--- src/rtl/rf_write_arbiter_pkg.sv ---
// Shared widths and the queued-write entry type for the register-file write arbiter.
package rf_write_arbiter_pkg;

    localparam int ADDR_W = 5;
    localparam int DATA_W = 32;

    typedef struct packed {
        logic              valid;
        logic [ADDR_W-1:0] w;
        logic [DATA_W-1:0] data;
    } wq_entry_t;

endpackage

--- src/rtl/rf_write_arbiter_wq_fifo.sv ---
// Circular queue of multiply/divide results awaiting the register-file write port.
// The squash compare port exists only when RF_WAW_SQUASH_EN is defined.
module rf_wq_fifo
    import rf_write_arbiter_pkg::*;
#(
    parameter int DEPTH = 4
) (
    input  logic                   clk,
    input  logic                   rst,
    input  logic                   push_i,
    input  logic [ADDR_W-1:0]      push_w_i,
    input  logic [DATA_W-1:0]      push_data_i,
    input  logic                   pop_i,
    input  logic [DEPTH-1:0]       inv_i,
    input  logic [ADDR_W-1:0]      cmp_a_i,
    input  logic [ADDR_W-1:0]      cmp_b_i,
`ifdef RF_WAW_SQUASH_EN
    input  logic [ADDR_W-1:0]      cmp_c_i,
    output logic [DEPTH-1:0]       match_c_o,
`endif
    output logic                   head_valid_o,
    output logic [ADDR_W-1:0]      head_w_o,
    output logic [DATA_W-1:0]      head_data_o,
    output logic [DEPTH-1:0]       head_oh_o,
    output logic [$clog2(DEPTH):0] count_o,
    output logic [DEPTH-1:0]       match_a_o,
    output logic [DEPTH-1:0]       match_b_o
);
    localparam int PTR_W = $clog2(DEPTH);
    localparam logic [PTR_W-1:0] PTR_ONE = PTR_W'(1'b1);
    localparam logic [PTR_W:0]   CNT_ONE = (PTR_W+1)'(1'b1);

    wq_entry_t        mem_q [DEPTH];
    wq_entry_t        mem_d [DEPTH];
    logic [PTR_W-1:0] rd_ptr_q, rd_ptr_d, wr_ptr_q, wr_ptr_d;
    logic [PTR_W:0]   count_q, count_d;

    // Next state: invalidate first, pop clears the head slot, push fills the tail slot.
    always_comb begin
        for (int i = 0; i < DEPTH; i++) begin
            mem_d[i] = mem_q[i];
            if (inv_i[i]) begin
                mem_d[i].valid = 1'b0;
            end else begin
                mem_d[i].valid = mem_q[i].valid;
            end
        end
        if (pop_i) begin
            mem_d[rd_ptr_q].valid = 1'b0;
            rd_ptr_d              = rd_ptr_q + PTR_ONE;
        end else begin
            rd_ptr_d = rd_ptr_q;
        end
        if (push_i) begin
            mem_d[wr_ptr_q] = '{valid: 1'b1, w: push_w_i, data: push_data_i};
            wr_ptr_d        = wr_ptr_q + PTR_ONE;
        end else begin
            wr_ptr_d = wr_ptr_q;
        end
        case ({push_i, pop_i})
            2'b10:   count_d = count_q + CNT_ONE;
            2'b01:   count_d = count_q - CNT_ONE;
            default: count_d = count_q;
        endcase
    end

    // Queue storage, pointers and occupancy.
    always_ff @(posedge clk or posedge rst) begin
        if (rst) begin
            for (int i = 0; i < DEPTH; i++) begin
                mem_q[i] <= '{valid: 1'b0, w: {ADDR_W{1'b0}}, data: {DATA_W{1'b0}}};
            end
            rd_ptr_q <= {PTR_W{1'b0}};
            wr_ptr_q <= {PTR_W{1'b0}};
            count_q  <= {(PTR_W+1){1'b0}};
        end else begin
            mem_q    <= mem_d;
            rd_ptr_q <= rd_ptr_d;
            wr_ptr_q <= wr_ptr_d;
            count_q  <= count_d;
        end
    end

    // Head view and per-slot compares; a cleared valid bit covers both empty and squashed slots.
    always_comb begin
        head_valid_o = mem_q[rd_ptr_q].valid;
        head_w_o     = mem_q[rd_ptr_q].w;
        head_data_o  = mem_q[rd_ptr_q].data;
        count_o      = count_q;
        for (int i = 0; i < DEPTH; i++) begin
            head_oh_o[i] = (rd_ptr_q == PTR_W'(i));
            match_a_o[i] = mem_q[i].valid && (mem_q[i].w == cmp_a_i);
            match_b_o[i] = mem_q[i].valid && (mem_q[i].w == cmp_b_i);
`ifdef RF_WAW_SQUASH_EN
            match_c_o[i] = mem_q[i].valid && (mem_q[i].w == cmp_c_i);
`endif
        end
    end

endmodule

--- src/rtl/rf_write_arbiter.sv ---
// Register-file write port arbiter: WB pipeline writes versus queued multiply/divide results.
// Define RF_WAW_SQUASH_EN to let a performed pipeline write squash older queued writes to the same register.
module rf_write_arbiter
    import rf_write_arbiter_pkg::*;
#(
    parameter int DEPTH        = 4,
    parameter int STARVE_LIMIT = 8
) (
    input  logic              clk,
    input  logic              rst,
    input  logic              pipe_we_i,
    input  logic [ADDR_W-1:0] pipe_w_i,
    input  logic [DATA_W-1:0] pipe_data_i,
    input  logic              md_valid_i,
    input  logic [ADDR_W-1:0] md_w_i,
    input  logic [DATA_W-1:0] md_data_i,
    output logic              md_ready_o,
    output logic              pipe_stall_o,
    input  logic [ADDR_W-1:0] rd_a_i,
    input  logic [ADDR_W-1:0] rd_b_i,
    output logic              hazard_o,
    output logic              rf_we_o,
    output logic [ADDR_W-1:0] rf_w_o,
    output logic [DATA_W-1:0] rf_data_o
);
    localparam int PTR_W = $clog2(DEPTH);
    localparam int SC_W  = $clog2(STARVE_LIMIT + 1);
    localparam logic [PTR_W:0]  CNT_FULL = (PTR_W+1)'(DEPTH);
    localparam logic [SC_W-1:0] SC_MAX   = SC_W'(STARVE_LIMIT);
    localparam logic [SC_W-1:0] SC_ONE   = SC_W'(1'b1);

    logic              pipe_req_s, nonempty_s, head_live_s, head_dead_s;
    logic              forced_s, md_write_s, pop_s, push_s, md_fire_s;
    logic              head_valid_s, haz_a_s, haz_b_s;
    logic [ADDR_W-1:0] head_w_s;
    logic [DATA_W-1:0] head_data_s;
    logic [DEPTH-1:0]  head_oh_s, match_a_s, match_b_s, inv_s, pop_mask_s;
    logic [PTR_W:0]    count_s;
    logic [SC_W-1:0]   starve_q, starve_d;
`ifdef RF_WAW_SQUASH_EN
    logic              pipe_write_s;
    logic [DEPTH-1:0]  match_c_s;
`endif

    rf_wq_fifo #(.DEPTH(DEPTH)) u_wq (
        .clk          (clk),
        .rst          (rst),
        .push_i       (push_s),
        .push_w_i     (md_w_i),
        .push_data_i  (md_data_i),
        .pop_i        (pop_s),
        .inv_i        (inv_s),
        .cmp_a_i      (rd_a_i),
        .cmp_b_i      (rd_b_i),
`ifdef RF_WAW_SQUASH_EN
        .cmp_c_i      (pipe_w_i),
        .match_c_o    (match_c_s),
`endif
        .head_valid_o (head_valid_s),
        .head_w_o     (head_w_s),
        .head_data_o  (head_data_s),
        .head_oh_o    (head_oh_s),
        .count_o      (count_s),
        .match_a_o    (match_a_s),
        .match_b_o    (match_b_s)
    );

    // Port ownership: forced drain beats the pipeline, which beats an opportunistic drain.
    always_comb begin
        pipe_req_s   = pipe_we_i && (pipe_w_i != 5'd0);
        nonempty_s   = (count_s != {(PTR_W+1){1'b0}});
        head_live_s  = nonempty_s && head_valid_s;
        head_dead_s  = nonempty_s && !head_valid_s;
        forced_s     = head_live_s && (starve_q == SC_MAX);
        md_write_s   = forced_s || (head_live_s && !pipe_req_s);
        pop_s        = md_write_s || head_dead_s;
        md_ready_o   = (count_s < CNT_FULL);
        pipe_stall_o = forced_s && pipe_req_s;
        md_fire_s    = md_valid_i && md_ready_o && (md_w_i != 5'd0);
`ifdef RF_WAW_SQUASH_EN
        pipe_write_s = pipe_req_s && !forced_s;
        push_s       = md_fire_s && !(pipe_write_s && (md_w_i == pipe_w_i));
        inv_s        = pipe_write_s ? match_c_s : {DEPTH{1'b0}};
`else
        push_s       = md_fire_s;
        inv_s        = {DEPTH{1'b0}};
`endif
        if (md_write_s) begin
            rf_we_o   = 1'b1;
            rf_w_o    = head_w_s;
            rf_data_o = head_data_s;
        end else begin
            rf_we_o   = pipe_req_s;
            rf_w_o    = pipe_w_i;
            rf_data_o = pipe_data_i;
        end
        // The entry leaving this cycle and the register being written are both bypassed.
        pop_mask_s = pop_s ? head_oh_s : {DEPTH{1'b0}};
        haz_a_s    = (rd_a_i != 5'd0) && (|(match_a_s & ~pop_mask_s))
                     && !(rf_we_o && (rf_w_o == rd_a_i));
        haz_b_s    = (rd_b_i != 5'd0) && (|(match_b_s & ~pop_mask_s))
                     && !(rf_we_o && (rf_w_o == rd_b_i));
        hazard_o   = haz_a_s || haz_b_s;
    end

    // Starvation counter: counts cycles a live head waits behind pipeline writes.
    always_comb begin
        if (pop_s || !nonempty_s) begin
            starve_d = {SC_W{1'b0}};
        end else if (starve_q != SC_MAX) begin
            starve_d = starve_q + SC_ONE;
        end else begin
            starve_d = starve_q;
        end
    end

    // Starvation counter register.
    always_ff @(posedge clk or posedge rst) begin
        if (rst) begin
            starve_q <= {SC_W{1'b0}};
        end else begin
            starve_q <= starve_d;
        end
    end

endmodule

--- config.mk ---
export PLATFORM = sky130hd
export DESIGN_NAME = rf_write_arbiter
export DESIGN_NICKNAME = d
export VERILOG_FILES = /design/src/rtl/rf_write_arbiter_pkg.sv /design/src/rtl/rf_write_arbiter_wq_fifo.sv /design/src/rtl/rf_write_arbiter.sv
export SDC_FILE = /design/constraint.sdc
export NUM_CORES = 1
export LEC_CHECK = 0
export BUFFER_PORTS_ARGS = -buffer_cell sky130_fd_sc_hd__buf_2
export CAP_MARGIN = 20
export CELL_PAD_IN_SITES_DETAIL_PLACEMENT = 1
export CELL_PAD_IN_SITES_GLOBAL_PLACEMENT = 2
export CORE_AREA = 2 2 175 177
export CTS_CLUSTER_DIAMETER = 120
export CTS_CLUSTER_SIZE = 10
export DETAILED_ROUTE_END_ITERATION = 16
export DIE_AREA = 0 0 177 179
export MAX_ROUTING_LAYER = met4
export PLACE_DENSITY_LB_ADDON = 0.1
export SYNTH_ARGS = -nofsm -noshare
export SYNTH_HDL_FRONTEND = slang
export SYNTH_HIERARCHICAL = 1
export SYNTH_SLANG_ARGS = --single-unit
--- constraint.sdc ---
create_clock -name clk -period 7.8 [get_ports clk]
set_input_delay 1.56 -clock clk [delete_from_list [all_inputs] [get_ports clk]]
set_output_delay 1.56 -clock clk [all_outputs]
set_load 0.1 [all_outputs]
==> results.json, run 1 <==
{
  "netlist_area_mm2": 0.00880,
  "yosysTopAreaCellShare_pct": 46.4,
  "vias_per_cell": 4.78,
  "powerDensity_mw_per_mm2": 436,
  "ctsResizeCount": 0,
  "finalNetCount": 805,
  "numPortBuffers": 128,
  "cts_tree": "yes",
  "hp-class": "flop to flop",
  "yosys.cell_types.count": 42,
  "clk_path_buf_depth": 2,
  "clk_latency_ps": 430,
  "grt_usage_pct": 15.7,
  "cts_root_buffer": "clkbuf_16",
  "hold_buffers": 0,
  "drv_cap": 0,
  "slew_headroom_pct": 34.7,
  "period_minus_slack_ps": 5860,
  "htree_levels": 4,
  "placed_area_mm2": 0.00971,
  "area_delta_synth_final_pct": 17.2,
  "status": "finished clean",
  "place_hpwl_um": 14700,
  "fmax_mhz": 171,
  "cts.sinks": 163,
  "cts_buffers": 17,
  "post_cts_buffers": 0,
  "fin_crit_sh_pct": 75.1,
  "yosys.area.top_type": "dfrtp_1",
  "grt_first_pass_wirelength_um": 36600,
  "grt_pass1_vias": 6121,
  "dr.pass1.iters": 4,
  "core_mm2": 0.0300,
  "yosys_warnings": 6,
  "setup_viol": 0,
  "grt_max_degree": 104,
  "clk_transition_reported_paths_ps": 60,
  "start_util_pct": 29.3,
  "antenna_found_initial": 3,
  "final-hold-violation-count": 0,
  "finalPower_mw": 4.49,
  "die_x_um": 177,
  "start_kind": "input port",
  "ant_nets": 0,
  "gp_congestion": 0.784,
  "synth.most_common_cell": "dfrtp_1",
  "rsz0062_at_grt": "no",
  "power.leakage_nw": 4.82,
  "crit_type": "input port to output port",
  "synth_edf_count": 0,
  "vias": 5338,
  "drive_gt1_share_pct": 54.6,
  "dieArea_mm2": 0.0317,
  "drt-initial-drc-count": 208,
  "ys_seq_area_share_pct": 46.4,
  "final_area_mm2": 0.0103,
  "synth-seq-cells": 163,
  "tns_ps": 0,
  "synth_common_cells": "dfrtp_1 (163), mux2_2 (105), mux2_4 (76)",
  "overflow": 0,
  "rows": 64,
  "drcViolationCount": 0,
  "finalMaxSlewViolations": 0,
  "clock_skew_ps": 13.3,
  "wire_per_inst_um": 20.5,
  "ioPinCount": 129,
  "final_core_util_pct": 34.3,
  "synth_cells": 585,
  "max-vdd-ir-drop_mv": 0.140,
  "fill_cells": 3190,
  "required_ps": 6240,
  "tightest_slew_ps": 980,
  "synthArstFlopShare_pct": 100,
  "cp_max_fo": 33,
  "synth_area_leaders": "dfrtp_1 (46%), mux2_2 (13%), mux2_4 (13%), mux4_2 (9.7%), xor2_1 (4.0%)",
  "drt-total-wl_um": 22900,
  "die_h_um": 179,
  "cp.arrival_ps": 4300,
  "synth_area_per_cell_um2": 15.0,
  "ys.flop_type": "dfrtp_1",
  "worst_setup_path_end_kind": "output port"
}
==> routing by layer <==
layer / global-route usage [%] / part of all wire, % / vias to the layer above
met5: - / 0 / -
met4: 4.41 / 1.7 / 0
met3: 3.05 / 4.0 / 28
met2: 25.7 / 50 / 112
met1: 19.7 / 45 / 2827
li1: - / - / 2371
==> sequential cells by signal (all words and copies together) (netlist names) <==
name	flops
u_wq/wr_ptr_q	2
u_wq/mem_q	152
u_wq/count_o	3
u_wq/rd_ptr_q	2
starve_q	4
==> cells by family after synthesis <==
group	Yosys count	synth area share, %
AO/OA/AOI/OAI	23	2.28
XOR/XNOR	55	5.48
adder cells (fa/ha/maj)	12	1.79
buffers and inverters	50	3.77
flip-flops	163	46.4
multiplexers	219	36.1
other	1	0.0426
AND/OR/NAND/NOR	62	4.15
==> area by class of cell <==
cell class | count | area [µm²] | share of cell area [%]
multi-input cells | 375 | 4400 | 42.7
diodes | 3 | 7.51 | 0.0728
inverters | 17 | 68.8 | 0.667
flip-flops and latches | 163 | 4080 | 39.6
clock buffers | 20 | 447 | 4.33
repair buffers | 131 | 663 | 6.43
clock inverters | 12 | 145 | 1.41
well taps | 396 | 495 | 4.81
==> final timing paths <==
path                            cells past startpoint       startpoint  slack, ps                to
worst max-delay path                                9      pipe_w_i[1]       1940          hazard_o
worst min-delay path                                1    u_wq/mem_q[6]        500     u_wq/mem_q[6]
worst max register to register                      8  u_wq/count_o[2]       5310   u_wq/count_o[2]
worst min register to register                      1    u_wq/mem_q[6]        500     u_wq/mem_q[6]
max in group asynchronous                           3              rst       5030  u_wq/rd_ptr_q[0]
min in group asynchronous                           2              rst       1050       starve_q[2]
==> power by group <==
part | total, mW | internal, mW | switching [mW] | leakage (nW)
Clock | 0.854 | 0.488 | 0.366 | 0.277
Sequential | 1.56 | 1.27 | 0.290 | 1.97
Combinational | 2.08 | 1.03 | 1.06 | 2.58
Total | 4.49 | 2.78 | 1.71 | 4.82
==> worst max-delay path: stages <==
cell	delay, ps
buf_2	110
or4_4	540
o211ai_4	280
nand2_2	600
o21ai_0	300
o2111ai_1	160
nor4_1	250
o32ai_1	170
buf_2	320
==> metrics by stage <==
stage,cells,hold WS (ps),setup WS (ps)
after floorplan,588,452,388
after global placement,1082,481,2040
after detailed placement,1082,488,1940
after CTS,1114,499,1940
after global routing,1117,512,1730
final,1117,500,1940
==> placed cells by master, fill, tap and decap left out, drive strengths merged, types with 2 or more instances in the layout <==
cell type	count
mux2	181
dfrtp	163
buf	131
xor2	40
mux4	38
inv	23
nand2	21
clkbuf	20
xnor2	15
ha	11
nor4	10
and3	9
nand3b	6
nor2	6
o21ai	5
a32oi	4
clkinvlp	4
conb	4
diode	3
a22o	3
or4	3
nand3	2
nand2b	2
bufinv	2
a221oi	2
(Power assumes the default switching activity.)
==> run 2, diff against run 1 <==
--- a/config.mk
+++ b/config.mk
@@ -5,15 +5,16 @@
 export SDC_FILE = /design/constraint.sdc
 export NUM_CORES = 1
 export LEC_CHECK = 0
+export ABC_AREA = 1
 export BUFFER_PORTS_ARGS = -buffer_cell sky130_fd_sc_hd__buf_2
 export CAP_MARGIN = 20
 export CELL_PAD_IN_SITES_DETAIL_PLACEMENT = 1
 export CELL_PAD_IN_SITES_GLOBAL_PLACEMENT = 2
-export CORE_AREA = 2 2 175 177
+export CORE_AREA = 2 2 178 180
 export CTS_CLUSTER_DIAMETER = 120
 export CTS_CLUSTER_SIZE = 10
 export DETAILED_ROUTE_END_ITERATION = 16
-export DIE_AREA = 0 0 177 179
+export DIE_AREA = 0 0 180 182
 export MAX_ROUTING_LAYER = met4
 export PLACE_DENSITY_LB_ADDON = 0.1
 export SYNTH_ARGS = -nofsm -noshare
==> constraint.sdc (replaced) <==
create_clock -name clk -period 5.5 [get_ports clk]
set_input_delay 1.1 -clock clk [delete_from_list [all_inputs] [get_ports clk]]
set_output_delay 1.1 -clock clk [all_outputs]
set_load 0.1 [all_outputs]
==> results.json, run 2 <==
{
  "p_comb_share_pct": 52.3,
  "drcViolationCount": 0,
  "wire_per_inst_um": 16.9,
  "slowest_stage": "dfrtp_2",
  "layout_common_cells": "nand2_1 (314), dfrtp_1 (162), o21ai_0 (134), nor2_1 (116), buf_2 (112)",
  "tns_ps": 0,
  "synth_fa_ha_area_share_pct": 1.72,
  "cts_tree": "yes",
  "fin_crit_sh_pct": 89.6,
  "synth-compound-area-share_pct": 16.1,
  "grt_max_degree": 79,
  "largest_reg_flops": 152,
  "rows": 65,
  "grt_pass1_vias": 7983,
  "slew_headroom_pct": 34.0,
  "vias": 7841,
  "drt-initial-drc-count": 399,
  "synth_edf_count": 0,
  "die_x_um": 180,
  "yosysTopAreaCellShare_pct": 44.4,
  "worst_setup_path_end_kind": "output port",
  "vias_per_cell": 4.71,
  "drt-total-wl_um": 28100,
  "netlist_area_mm2": 0.00918,
  "die_h_um": 182,
  "ctsResizeCount": 0,
  "setup_slack_ps": 574,
  "switching_share_pct": 48.7,
  "antenna_found_initial": 0,
  "clk_path_buf_depth": 2,
  "period_minus_slack_ps": 4930,
  "grt_first_pass_wirelength_um": 45200,
  "regMostFlops": "u_wq/mem_q",
  "finalNetCount": 1348,
  "synth_area_leaders": "dfrtp_1 (44%), nand2_1 (13%), o21ai_0 (7.3%), nor2_1 (4.7%), inv_1 (4.1%)",
  "hp-class": "flop to flop",
  "drv_cap": 0,
  "p_int_mw": 3.63,
  "power.switching_mw": 3.45,
  "dr.pass1.iters": 5,
  "synth_top_family_by_area": "simple AND/OR/NAND/NOR gates",
  "synth_common_cells": "nand2_1 (314), dfrtp_1 (163), o21ai_0 (134)",
  "cts_root_buffer": "clkbuf_16",
  "clkPwrFrac_pct": 17.8,
  "cp_common_cell": "nand2_1",
  "final-hold-violation-count": 0,
  "cts.sinks": 163,
  "synth-seq-cells": 163,
  "post_cts_buffers": 0,
  "start_util_pct": 29.6,
  "core_mm2": 0.0310,
  "ant_nets": 0,
  "clock_skew_ps": 16.2,
  "required_ps": 4400,
  "power.leakage_nw": 5.41,
  "clk_latency_ps": 430,
  "start_kind": "flop",
  "setup_viol": 0,
  "ioPinCount": 129,
  "synth_xor_area_share_pct": 0.477,
  "place_hpwl_um": 18700,
  "grt_usage_pct": 18.0,
  "cts_buffers": 17,
  "ys_seq_area_share_pct": 44.4,
  "status": "finished clean",
  "htree_levels": 4,
  "crit_type": "flop to output port",
  "synth_cells": 1150,
  "overflow": 0,
  "fmax_mhz": 203,
  "synth_area_per_cell_um2": 7.98,
  "cp.arrival_ps": 3830,
  "clk_transition_reported_paths_ps": 60,
  "whs_ps": 480,
  "numPortBuffers": 128,
  "slowest_delay_ps": 530,
  "max-vdd-ir-drop_mv": 0.340,
  "synthSimpleGateAreaFrac_pct": 22.3,
  "crit_chain": "inv_4 -> o21ai_0 -> o22ai_1 -> inv_2 -> nor2_2 -> nand2_4 -> nand2_1 -> nand2_1 -> nand2_1 -> nand2_1 -> nor2_1 -> nand3_1 -> nand2_1 -> nand2_1 -> buf_12",
  "hold_buffers": 0,
  "place_ws_ps": 948,
  "rsz0062_at_grt": "no",
  "final_common_cell": "nand2_1",
  "ys.flop_type": "dfrtp_1",
  "antenna_cells": 0,
  "synth.most_common_cell": "nand2_1",
  "tightest_slew_ps": 991,
  "yosys.cell_types.count": 39,
  "synthArstFlopShare_pct": 100,
  "powerDensity_mw_per_mm2": 659,
  "gp_congestion": 0.809,
  "finalPower_mw": 7.07,
  "yosys.area.top_type": "dfrtp_1",
  "synth.area.mux_share_pct": 4.66,
  "area_delta_synth_final_pct": 17.0,
  "finalMaxSlewViolations": 0,
  "power_frac_seq_pct": 29.9,
  "drive_gt1_share_pct": 19.3,
  "final_core_util_pct": 34.7,
  "yosys_warnings": 6,
  "dieArea_mm2": 0.0328,
  "cp_max_fo": 45
}
==> run 2: changes by cell type after synthesis, moves of 32 or more <==
| cell | change |
|---|---|
| nand2_1 | +297 |
| mux4_2 | -38 |
| o21ai_1 | +74 |
| nand3_1 | +33 |
| inv_1 | +83 |
| mux2_2 | -91 |
| nor2_1 | +110 |
| o22ai_1 | +32 |
| o21ai_0 | +129 |
| xor2_1 | -37 |
| mux2_4 | -58 |
==> run 2: routing by layer <==
| metal | vias up | share of wire [%] | track usage, % |
|---|---|---|---|
| met2 | 99 | 49 | 30.5 |
| li1 | 3925 | - | - |
| met1 | 3803 | 48 | 23.2 |
| met4 | 0 | 0.74 | 3.80 |
| met3 | 14 | 2.3 | 2.35 |
| met5 | - | 0 | - |
==> run 2: worst paths after layout <==
path | startpoint | end | slack [ps] | depth (start not counted)
min reg2reg | u_wq/mem_q[76] | u_wq/mem_q[76] | 480 | 2
max in group asynchronous | rst | u_wq/mem_q[103] | 3590 | 3
min in group asynchronous | rst | starve_q[2] | 580 | 2
max reg2reg | u_wq/rd_ptr_q[0] | u_wq/count_o[1] | 1750 | 12
min | u_wq/mem_q[76] | u_wq/mem_q[76] | 480 | 2
max | u_wq/rd_ptr_q[0] | hazard_o | 570 | 15
==> run 2: cells by family after synthesis <==
group / count (synthesis)
adder cells (fa/ha/maj): 12
multiplexers: 32
other: 1
AND/OR/NAND/NOR: 499
flip-flops: 163
buffers and inverters: 167
XOR/XNOR: 5
AO/OA/AOI/OAI: 271
==> run 2: metrics by stage <==
step           std cells  area, µm²
3_3_place_gp        1631      10100
5_1_grt             1663      10700
4_1_cts             1663      10700
2_1_floorplan       1153       9190
3_5_place_dp        1631      10100
6_report            1663      10700
==> run 2: cell type report <==
type / instances / area (µm²)
Fill cell: 3771 / 20200
Sequential cell: 163 / 4080
Clock inverter: 13 / 170
Inverter: 102 / 390
Multi-Input combinational cell: 823 / 4170
Timing Repair Buffer: 141 / 978
Clock buffer: 19 / 443
Tap cell: 402 / 503
==> run 2: critical path, delay by kind of cell, from the launching register on <==
| family | cells | cell delay [ps] |
|---|---|---|
| buffers and inverters | 3 | 620 |
| DFF | 1 | 530 |
| AOI/OAI and AO/OA | 2 | 490 |
| and+or+nand+nor | 10 | 1750 |
==> run 2: power by group through the flow <==
stage / combinational, mW / clock, mW / sequential [mW]
6_report: 3.70 / 1.26 / 2.12
5_1_grt: 4.10 / 1.36 / 2.20
4_1_cts: 3.77 / 1.30 / 2.12
3_5_place_dp: 3.76 / 0 / 2.13
3_3_place_gp: 3.72 / 0 / 2.13
2_1_floorplan: 2.99 / 0 / 2.00
==> run 3, diff against run 2 <==
--- a/config.mk
+++ b/config.mk
@@ -10,11 +10,11 @@
 export CAP_MARGIN = 20
 export CELL_PAD_IN_SITES_DETAIL_PLACEMENT = 1
 export CELL_PAD_IN_SITES_GLOBAL_PLACEMENT = 2
-export CORE_AREA = 2 2 178 180
+export CORE_AREA = 2 2 205 157
 export CTS_CLUSTER_DIAMETER = 120
 export CTS_CLUSTER_SIZE = 10
 export DETAILED_ROUTE_END_ITERATION = 16
-export DIE_AREA = 0 0 180 182
+export DIE_AREA = 0 0 207 159
 export MAX_ROUTING_LAYER = met4
 export PLACE_DENSITY_LB_ADDON = 0.1
 export SYNTH_ARGS = -nofsm -noshare
==> results.json, run 3 (same netlist as run 2, synthesis figures left out) <==
{
  "post_cts_buffers": 0,
  "regMostFlops": "u_wq/mem_q",
  "vias": 7838,
  "crit_chain": "inv_4 -> o21ai_0 -> o22ai_1 -> inv_2 -> nor2_2 -> nand2_4 -> buf_4 -> mux2_4 -> buf_2",
  "wire_per_inst_um": 17.3,
  "cts.sinks": 163,
  "gp_congestion": 0.779,
  "core_mm2": 0.0308,
  "dpl.cell_count": 1634,
  "slowest_delay_ps": 470,
  "antenna_cells": 0,
  "slowest_stage": "dfrtp_2",
  "tns_ps": 0,
  "status": "finished clean",
  "clock_skew_ps": 11.5,
  "cp.arrival_ps": 3670,
  "cts_root_buffer": "clkbuf_16",
  "grt_pass1_vias": 8078,
  "dr.pass1.iters": 5,
  "final_common_cell": "nand2_1",
  "rsz0062_at_grt": "no",
  "grt_max_degree": 104,
  "die_h_um": 159,
  "layout_common_cells": "nand2_1 (314), dfrtp_1 (162), o21ai_0 (134), nor2_1 (116), buf_2 (112)",
  "cts_tree": "yes",
  "largest_reg_flops": 152,
  "tightest_slew_ps": 1060,
  "cp_max_fo": 32,
  "crit_type": "flop to output port",
  "final-hold-violation-count": 0,
  "setup_viol": 0,
  "place_ws_ps": 1150,
  "power.leakage_nw": 5.39,
  "clk_transition_reported_paths_ps": 60,
  "dieArea_mm2": 0.0329,
  "cts_buffers": 17,
  "drive_gt1_share_pct": 19.4,
  "whs_ps": 481,
  "finalNetCount": 1347,
  "fill_cells": 3748,
  "powerDensity_mw_per_mm2": 658,
  "finalMaxSlewViolations": 0,
  "drcViolationCount": 0,
  "ctsResizeCount": 0,
  "ioPinCount": 129,
  "start_util_pct": 29.8,
  "clk_path_buf_depth": 2,
  "grt_usage_pct": 18.7,
  "overflow": 0,
  "vias_per_cell": 4.70,
  "htree_levels": 4,
  "clk_latency_ps": 440,
  "rows": 56,
  "drt-initial-drc-count": 303,
  "drt-total-wl_um": 28800,
  "max-vdd-ir-drop_mv": 0.269,
  "die_x_um": 207,
  "fin_crit_sh_pct": 86.8,
  "worst_setup_path_end_kind": "output port",
  "numPortBuffers": 128,
  "hp-class": "flop to flop",
  "ant_nets": 0,
  "fmax_mhz": 210,
  "required_ps": 4400,
  "regArea_mm2": 0.00408,
  "drv_cap": 0,
  "antenna_found_initial": 0,
  "place_hpwl_um": 19700,
  "setup_slack_ps": 727,
  "slew_headroom_pct": 29.0,
  "finalNonFillerCells": 1666,
  "grt_first_pass_wirelength_um": 47100,
  "area_delta_synth_final_pct": 17.0,
  "start_kind": "flop",
  "period_minus_slack_ps": 4770,
  "hold_buffers": 0,
  "multi_input_area_mm2": 0.00417
}
-- run 3: metal layers --
| metal | vias up | wire (µm) | track usage (%) |
|---|---|---|---|
| li1 | 3930 | - | - |
| met1 | 3779 | 15900 | 28.3 |
| met5 | - | 0 | - |
| met2 | 114 | 11800 | 26.3 |
| met4 | 0 | 216 | 3.41 |
| met3 | 15 | 836 | 2.82 |
-- run 3: critical path, delay by kind of cell, from the launching register on --
kind,cells,cell delay [ps]
AND/OR/NAND/NOR,2,900
AO/OA/AOI/OAI,2,490
multiplexers,1,220
flip-flops,1,470
buffers and inverters,4,1120
-- run 3: stage by stage --
stage          utilization (%)  cell area, µm²  total power, mW
2_1_floorplan                -            9190             4.99
3_3_place_gp              32.9           10100             5.85
3_5_place_dp              32.9           10100             5.91
4_1_cts                   34.8           10700             7.18
5_1_grt                   34.8           10700             7.66
6_report                  34.8           10700             7.07
-- run 3: report_power, final --
| group | internal [mW] | switching, mW |
|---|---|---|
| logic | 1.16 | 2.59 |
| registers | 1.73 | 0.370 |
| clock network | 0.699 | 0.523 |
| total | 3.59 | 3.48 |
-- run 3: layout make-up --
type | count | share of cell area [%]
Clock inverter | 13 | 1.40
Sequential cell | 163 | 38.0
Clock buffer | 19 | 4.22
Timing Repair Buffer | 140 | 9.16
Tap cell | 406 | 4.73
Inverter | 102 | 3.64
Multi-Input combinational cell | 823 | 38.9
-- run 3: worst paths after layout --
kind | from | endpoint | slack [ps] | cells after the start
max | u_wq/rd_ptr_q[0] | rf_data_o[7] | 730 | 9
min | u_wq/mem_q[40] | u_wq/mem_q[40] | 480 | 2
max reg2reg | u_wq/rd_ptr_q[0] | u_wq/count_o[1] | 2030 | 12
min reg2reg | u_wq/mem_q[40] | u_wq/mem_q[40] | 480 | 2
max in group asynchronous | rst | u_wq/mem_q[65] | 3740 | 3
min in group asynchronous | rst | starve_q[2] | 590 | 2
